===== config.mk =====
export PLATFORM = sky130hd
export DESIGN_NAME = ff_pulse_scheduler
export DESIGN_NICKNAME = d
export VERILOG_FILES = /design/src/rtl/ff_pulse_scheduler.sv
export SDC_FILE = /design/constraint.sdc
export NUM_CORES = 1
export LEC_CHECK = 0
export ABC_AREA = 1
export CORE_UTILIZATION = 52
export DETAILED_ROUTE_END_ITERATION = 7
export PLACE_DENSITY = 0.78
export SYNTH_ARGS = -nofsm -noshare
export SYNTH_HDL_FRONTEND = slang
export SYNTH_SLANG_ARGS = --single-unit
export TNS_END_PERCENT = 1

===== constraint.sdc =====
create_clock -name clk -period 2.4 [get_ports clk]
set_input_delay 0.36 -clock clk [delete_from_list [all_inputs] [get_ports clk]]
set_output_delay 0.36 -clock clk [all_outputs]
set_load 0.05 [all_outputs]

===== src/rtl/ff_pulse_scheduler.sv =====
`default_nettype none
// +----------------------------------------------------------------------------+
// | ff_pulse_scheduler: round-robin sharing of one set/reset flipflop with     |
// | non-overlapping, gap-separated pulses and a registered state mirror.       |
// | Revision: 1.0                                                              |
// +----------------------------------------------------------------------------+
module ff_pulse_scheduler #(
  parameter int NUM_REQ        = 4,
  parameter int PULSE_CYCLES   = 2,
  parameter int GAP_CYCLES     = 1,
  parameter int SKIP_REDUNDANT = 1
) (
  input  logic               clk,
  input  logic               rst,
  input  logic [NUM_REQ-1:0] req,
  input  logic [NUM_REQ-1:0] req_op,
  output logic [NUM_REQ-1:0] ack,
  output logic               set_o,
  output logic               reset_o,
  output logic               ff_state,
  output logic               busy
);

  localparam int c_MAX_CYC = (PULSE_CYCLES > GAP_CYCLES) ? PULSE_CYCLES : GAP_CYCLES;
  localparam int c_CNT_W   = $clog2(c_MAX_CYC + 1);
  localparam int c_IDX_W   = $clog2(NUM_REQ);

  localparam logic [c_CNT_W-1:0] c_P_LAST = c_CNT_W'(PULSE_CYCLES - 1);
  localparam logic [c_CNT_W-1:0] c_G_LAST = c_CNT_W'(GAP_CYCLES - 1);
  localparam logic [c_CNT_W-1:0] c_CNT_1  = c_CNT_W'(1);
  localparam logic [NUM_REQ-1:0] c_ONE    = NUM_REQ'(1);
  localparam logic [c_IDX_W-1:0] c_PTR_RST = c_IDX_W'(NUM_REQ - 1);

  localparam logic [1:0] c_ST_INIT  = 2'd0;
  localparam logic [1:0] c_ST_IDLE  = 2'd1;
  localparam logic [1:0] c_ST_PULSE = 2'd2;
  localparam logic [1:0] c_ST_GAP   = 2'd3;

  logic [1:0]         r_state,  w_state_nxt;
  logic [c_CNT_W-1:0] r_cnt,    w_cnt_nxt;
  logic [c_IDX_W-1:0] r_ptr,    w_ptr_nxt;
  logic [c_IDX_W-1:0] r_idx,    w_idx_nxt;
  logic               r_op,     w_op_nxt;
  logic               r_ff,     w_ff_nxt;
  logic               r_set,    w_set_nxt;
  logic               r_reset,  w_reset_nxt;
  logic [NUM_REQ-1:0] r_ack,    w_ack_nxt;

  logic [c_IDX_W-1:0] w_gnt_idx;
  logic               w_any;
  logic               w_gnt_vld;
  logic               w_gnt_op;
  logic               w_skip;

  // Scan from farthest to nearest so the first set bit after the pointer wins.
  always_comb begin
    w_gnt_idx = r_ptr;
    w_any     = 1'b0;
    for (int i = NUM_REQ; i >= 1; i--) begin
      if (req[(int'(r_ptr) + i) % NUM_REQ]) begin
        w_gnt_idx = c_IDX_W'((int'(r_ptr) + i) % NUM_REQ);
        w_any     = 1'b1;
      end
    end
  end

  // No new grant in the cycle a skipped request is being acked.
  assign w_gnt_vld = w_any && (r_state == c_ST_IDLE) && (r_ack == '0);
  assign w_gnt_op  = req_op[w_gnt_idx];
  assign w_skip    = (SKIP_REDUNDANT != 0) && (w_gnt_op == r_ff);

  always_ff @(posedge clk) begin
    if (rst) begin
      r_state <= c_ST_INIT;
      r_cnt   <= '0;
      r_ptr   <= c_PTR_RST;
      r_idx   <= '0;
      r_op    <= 1'b0;
      r_ff    <= 1'b0;
      r_set   <= 1'b0;
      r_reset <= 1'b0;
      r_ack   <= '0;
    end else begin
      r_state <= w_state_nxt;
      r_cnt   <= w_cnt_nxt;
      r_ptr   <= w_ptr_nxt;
      r_idx   <= w_idx_nxt;
      r_op    <= w_op_nxt;
      r_ff    <= w_ff_nxt;
      r_set   <= w_set_nxt;
      r_reset <= w_reset_nxt;
      r_ack   <= w_ack_nxt;
    end
  end

  always_comb begin
    w_state_nxt = r_state;
    w_cnt_nxt   = r_cnt;
    w_ptr_nxt   = r_ptr;
    w_idx_nxt   = r_idx;
    w_op_nxt    = r_op;
    w_ff_nxt    = r_ff;
    case (r_state)
      // First INIT cycle has reset_o still low; counting starts once it is high.
      c_ST_INIT: begin
        if (r_reset) begin
          if (r_cnt == c_P_LAST) begin
            w_state_nxt = c_ST_GAP;
            w_cnt_nxt   = '0;
          end else begin
            w_cnt_nxt = r_cnt + c_CNT_1;
          end
        end
      end
      c_ST_IDLE: begin
        if (w_gnt_vld) begin
          w_ptr_nxt = w_gnt_idx;
          w_idx_nxt = w_gnt_idx;
          w_op_nxt  = w_gnt_op;
          if (!w_skip) begin
            w_state_nxt = c_ST_PULSE;
            w_cnt_nxt   = '0;
            w_ff_nxt    = w_gnt_op;
          end
        end
      end
      c_ST_PULSE: begin
        if (r_cnt == c_P_LAST) begin
          w_state_nxt = c_ST_GAP;
          w_cnt_nxt   = '0;
        end else begin
          w_cnt_nxt = r_cnt + c_CNT_1;
        end
      end
      c_ST_GAP: begin
        if (r_cnt == c_G_LAST) begin
          w_state_nxt = c_ST_IDLE;
          w_cnt_nxt   = '0;
        end else begin
          w_cnt_nxt = r_cnt + c_CNT_1;
        end
      end
      default: w_state_nxt = c_ST_INIT;
    endcase
  end

  always_comb begin
    w_set_nxt   = (w_state_nxt == c_ST_PULSE) && w_op_nxt;
    w_reset_nxt = (w_state_nxt == c_ST_INIT) || ((w_state_nxt == c_ST_PULSE) && !w_op_nxt);
    w_ack_nxt   = '0;
    if ((r_state == c_ST_PULSE) && (w_state_nxt == c_ST_GAP)) begin
      w_ack_nxt = c_ONE << r_idx;
    end else if (w_gnt_vld && w_skip) begin
      w_ack_nxt = c_ONE << w_gnt_idx;
    end
  end

  assign ack      = r_ack;
  assign set_o    = r_set;
  assign reset_o  = r_reset;
  assign ff_state = r_ff;
  assign busy     = (r_state != c_ST_IDLE);

endmodule
`default_nettype wire


==> results.py <==
metrics = {
    "clock_network": {
        "cts_tree": "done",
        "htreeDepth": 1,
        "cts_setup_buffers": 0,
        "clock_latency_ns": 0.29,
        "clk_pin_slew_ns": 0.10,
        "cts_hold_buffers": 0,
        "cts_root_buf": "clkbuf_4",
        "cts_buffers": 3,
        "cts_resized": 0,
        "clk_path_buf_depth": 2,
        "numClockSinks": 16,
    },
    "setup_path": {
        "crit_type": "flop to primary output",
        "worstRegToRegCells": 17,
        "crit_path_end_kind": "primary output",
        "crit_path_end": "busy",
        "cp-start-kind": "flop",
        "critPathArrivalTime_ns": 1.87,
        "regToRegSetupSlack_ns": 0.27,
        "path_max_fanout": 5,
        "reg2reg_to": "ack[0]$_SDFF_PP0_",
        "startpoint": "r_state[0]$_SDFF_PP0_",
        "critical_path_required_ns": 2.04,
        "r2r-start": "r_ptr[0]$_SDFFE_PP1P_",
    },
    "route": {
        "wl_met2_um": 1170,
        "drt_iter0_drc": 24,
        "vias_per_cell": 5.22,
        "drt_pass1_iterations": 4,
        "highest_layer": "met4",
        "antenna_left": 0,
        "wl_met3_um": 85,
        "met1_length_um": 1090,
        "wl_per_cell_um": 11.2,
        "drt_wl_total_um": 2380,
        "drc": 0,
        "dr_total_vias": 1107,
    },
    "die": {
        "initial_core_util": 0.568,
        "die_area_um2": 2380,
        "rows": 16,
        "die_h_um": 48.8,
        "die_x_um": 48.8,
        "io_pins": 18,
        "core-area_um2": 2000,
    },
    "synth": {
        "synth-seq-cells": 16,
        "ys_async_sr_fraction": 0,
        "syn_area_per_cell_um2": 6.94,
        "yosys_warnings": 0,
        "synth_nets": 178,
        "synth-main-ff-cell": "dfxtp_1",
        "synth.distinct_cells": 27,
        "synth-edff-count": 0,
        "syn_inst": 164,
        "ys_seq_area_frac": 0.282,
        "syn_area_um2": 1140,
    },
    "timing": {
        "hold_slack_ns": 0.507,
        "slew_headroom": 0.672,
        "hold_violations": 0,
        "fin_skew_ns": 0.00654,
        "worst_pin_slew_ns": 0.491,
        "min_period_ns": 2.23,
        "setup_viol": 0,
        "post-route-period-util": 0.927,
        "tns_ns": 0,
        "rsz0062_at_grt": "false",
        "fmaxAchievable_mhz": 449,
        "drv_slew": 0,
    },
    "global_routing": {
        "antenna_found_initial": 0,
        "grt_first_pass_wirelength_um": 4150,
        "grt_usage": 0.226,
        "grt_max_degree": 11,
        "overflow": 0,
        "first_global_vias": 971,
    },
    "pwr": {
        "ir_drop_v": 0.000643,
        "leakagePower_uw": 0.000641,
        "power.density_nw_per_um2": 1070,
        "power_uw": 1470,
    },
    "placement": {
        "dp_cells": 208,
        "port_buffers": 17,
        "gp_congestion": 0.846,
        "hpwlAfterDp_um": 1940,
    },
    "hold_path": {
        "hold_depth": 2,
        "hold_path_class": "flop to flop",
    },
    "cells_and_area": {
        "fin_cells": 212,
        "antenna_cells": 0,
        "final_nets": 200,
        "drive_above_1_share": 0.200,
        "syn_to_final_growth_pct": 21.3,
    },
    "outcome": {
        "status": "completed",
    },
    "job": {
        "cap_violations": 0,
    },
}
-- registers in the layout, summed over array words and instances (netlist names) --
register  count
r_op          1
ack           4
r_ptr         2
r_state       2
reset_o       1
set_o         1
r_cnt         2
ff_state      1
r_idx         2
-- stage by stage --
| stage | setup WS (ns) | util | instance area [um^2] |
|---|---|---|---|
| 6_report | 0.175 | 0.689 | 1380 |
| 5_1_grt | 0.0584 | 0.689 | 1380 |
| 4_1_cts | 0.175 | 0.689 | 1380 |
| 3_5_place_dp | 0.0761 | 0.671 | 1340 |
| 3_3_place_gp | 0.163 | 0.671 | 1340 |
| 2_1_floorplan | 0.660 | - | 1140 |
-- critical path, stage by stage, from the launching register on --
cell             delay, ns
dfxtp_1               0.42
inv_1                 0.11
nor2_1                0.27
inv_1                 0.07
clkdlybuf4s50_1       0.70
-- how the worst min path moves through the flow --
stage	start	slack, ns	end
2_1_floorplan	r_idx[0]$_SDFFE_PP0P_	0.47	r_idx[0]$_SDFFE_PP0P_
3_3_place_gp	r_idx[1]$_SDFFE_PP0P_	0.49	r_idx[1]$_SDFFE_PP0P_
3_5_place_dp	r_idx[0]$_SDFFE_PP0P_	0.50	r_idx[0]$_SDFFE_PP0P_
4_1_cts	r_idx[0]$_SDFFE_PP0P_	0.51	r_idx[0]$_SDFFE_PP0P_
5_1_grt	r_idx[0]$_SDFFE_PP0P_	0.55	r_idx[0]$_SDFFE_PP0P_
6_report	r_idx[0]$_SDFFE_PP0P_	0.51	r_idx[0]$_SDFFE_PP0P_
-- power by group --
part	switching, uW	internal, uW
Combinational	601	318
Clock	89.1	92.4
Sequential	52.1	319
-- area by class of cell --
| type | count | area (um^2) |
|---|---|---|
| sequential | 16 | 320 |
| clock buffer | 4 | 36.3 |
| inverter | 30 | 125 |
| tap | 27 | 33.8 |
| fill | 192 | 622 |
| timing repair buffer | 20 | 193 |
| multi-input combinational | 115 | 672 |
-- cell families after synthesis --
group / after synthesis / synth area share
AND/OR/NAND/NOR: 94 / 0.452
flip-flops: 16 / 0.282
adder cells (fa/ha/maj): 4 / 0.0440
AO/OA/AOI/OAI: 17 / 0.0946
buffers and inverters: 33 / 0.128
-- layer usage --
| metal | vias up | GRT usage |
|---|---|---|
| li1 | 560 | - |
| met1 | 516 | 0.285 |
| met2 | 25 | 0.387 |
| met3 | 6 | 0.0377 |
| met4 | 0 | 0.0735 |
| met5 | - | 0 |
-- Yosys cell counts (3+ instances only) --
master | count | area [um^2]
inv_2 | 3 | 11.3
nand2_1 | 36 | 135
o211ai_1 | 3 | 22.5
inv_1 | 25 | 93.8
ha_1 | 4 | 50.1
nor2_1 | 12 | 45.0
o21ai_0 | 3 | 15.0
nand3_1 | 12 | 60.1
nand2_2 | 12 | 75.1
nand3_2 | 5 | 50.1
dfxtp_1 | 16 | 320
a21oi_1 | 8 | 40.0
nand4_1 | 6 | 37.5
nand2_4 | 6 | 67.6
-- cell usage in the layout (no fill, tap or decap) --
cell / netlist / layout
ha_1: 4 / 4
nand3b_1: 1 / 1
nor3b_1: 1 / 1
clkbuf_4: 0 / 3
o21ai_0: 3 / 3
inv_8: 1 / 1
inv_2: 3 / 3
clkinv_4: 1 / 1
o21ai_4: 1 / 1
nand2_1: 36 / 36
clkdlybuf4s50_1: 0 / 17
nand2_2: 12 / 12
nand4_1: 6 / 6
clkbuf_8: 0 / 1
nand3_2: 5 / 5
nand2_4: 6 / 6
nor4_1: 1 / 1
o211ai_1: 3 / 3
inv_1: 25 / 25
nand3_4: 1 / 1
dfxtp_1: 16 / 16
buf_4: 0 / 3
a22o_1: 1 / 1
nor2_1: 12 / 12
nand3_1: 12 / 12
o21ai_1: 1 / 1
nor3_1: 1 / 1
a21oi_1: 8 / 8
(Power assumes the default switching activity.)
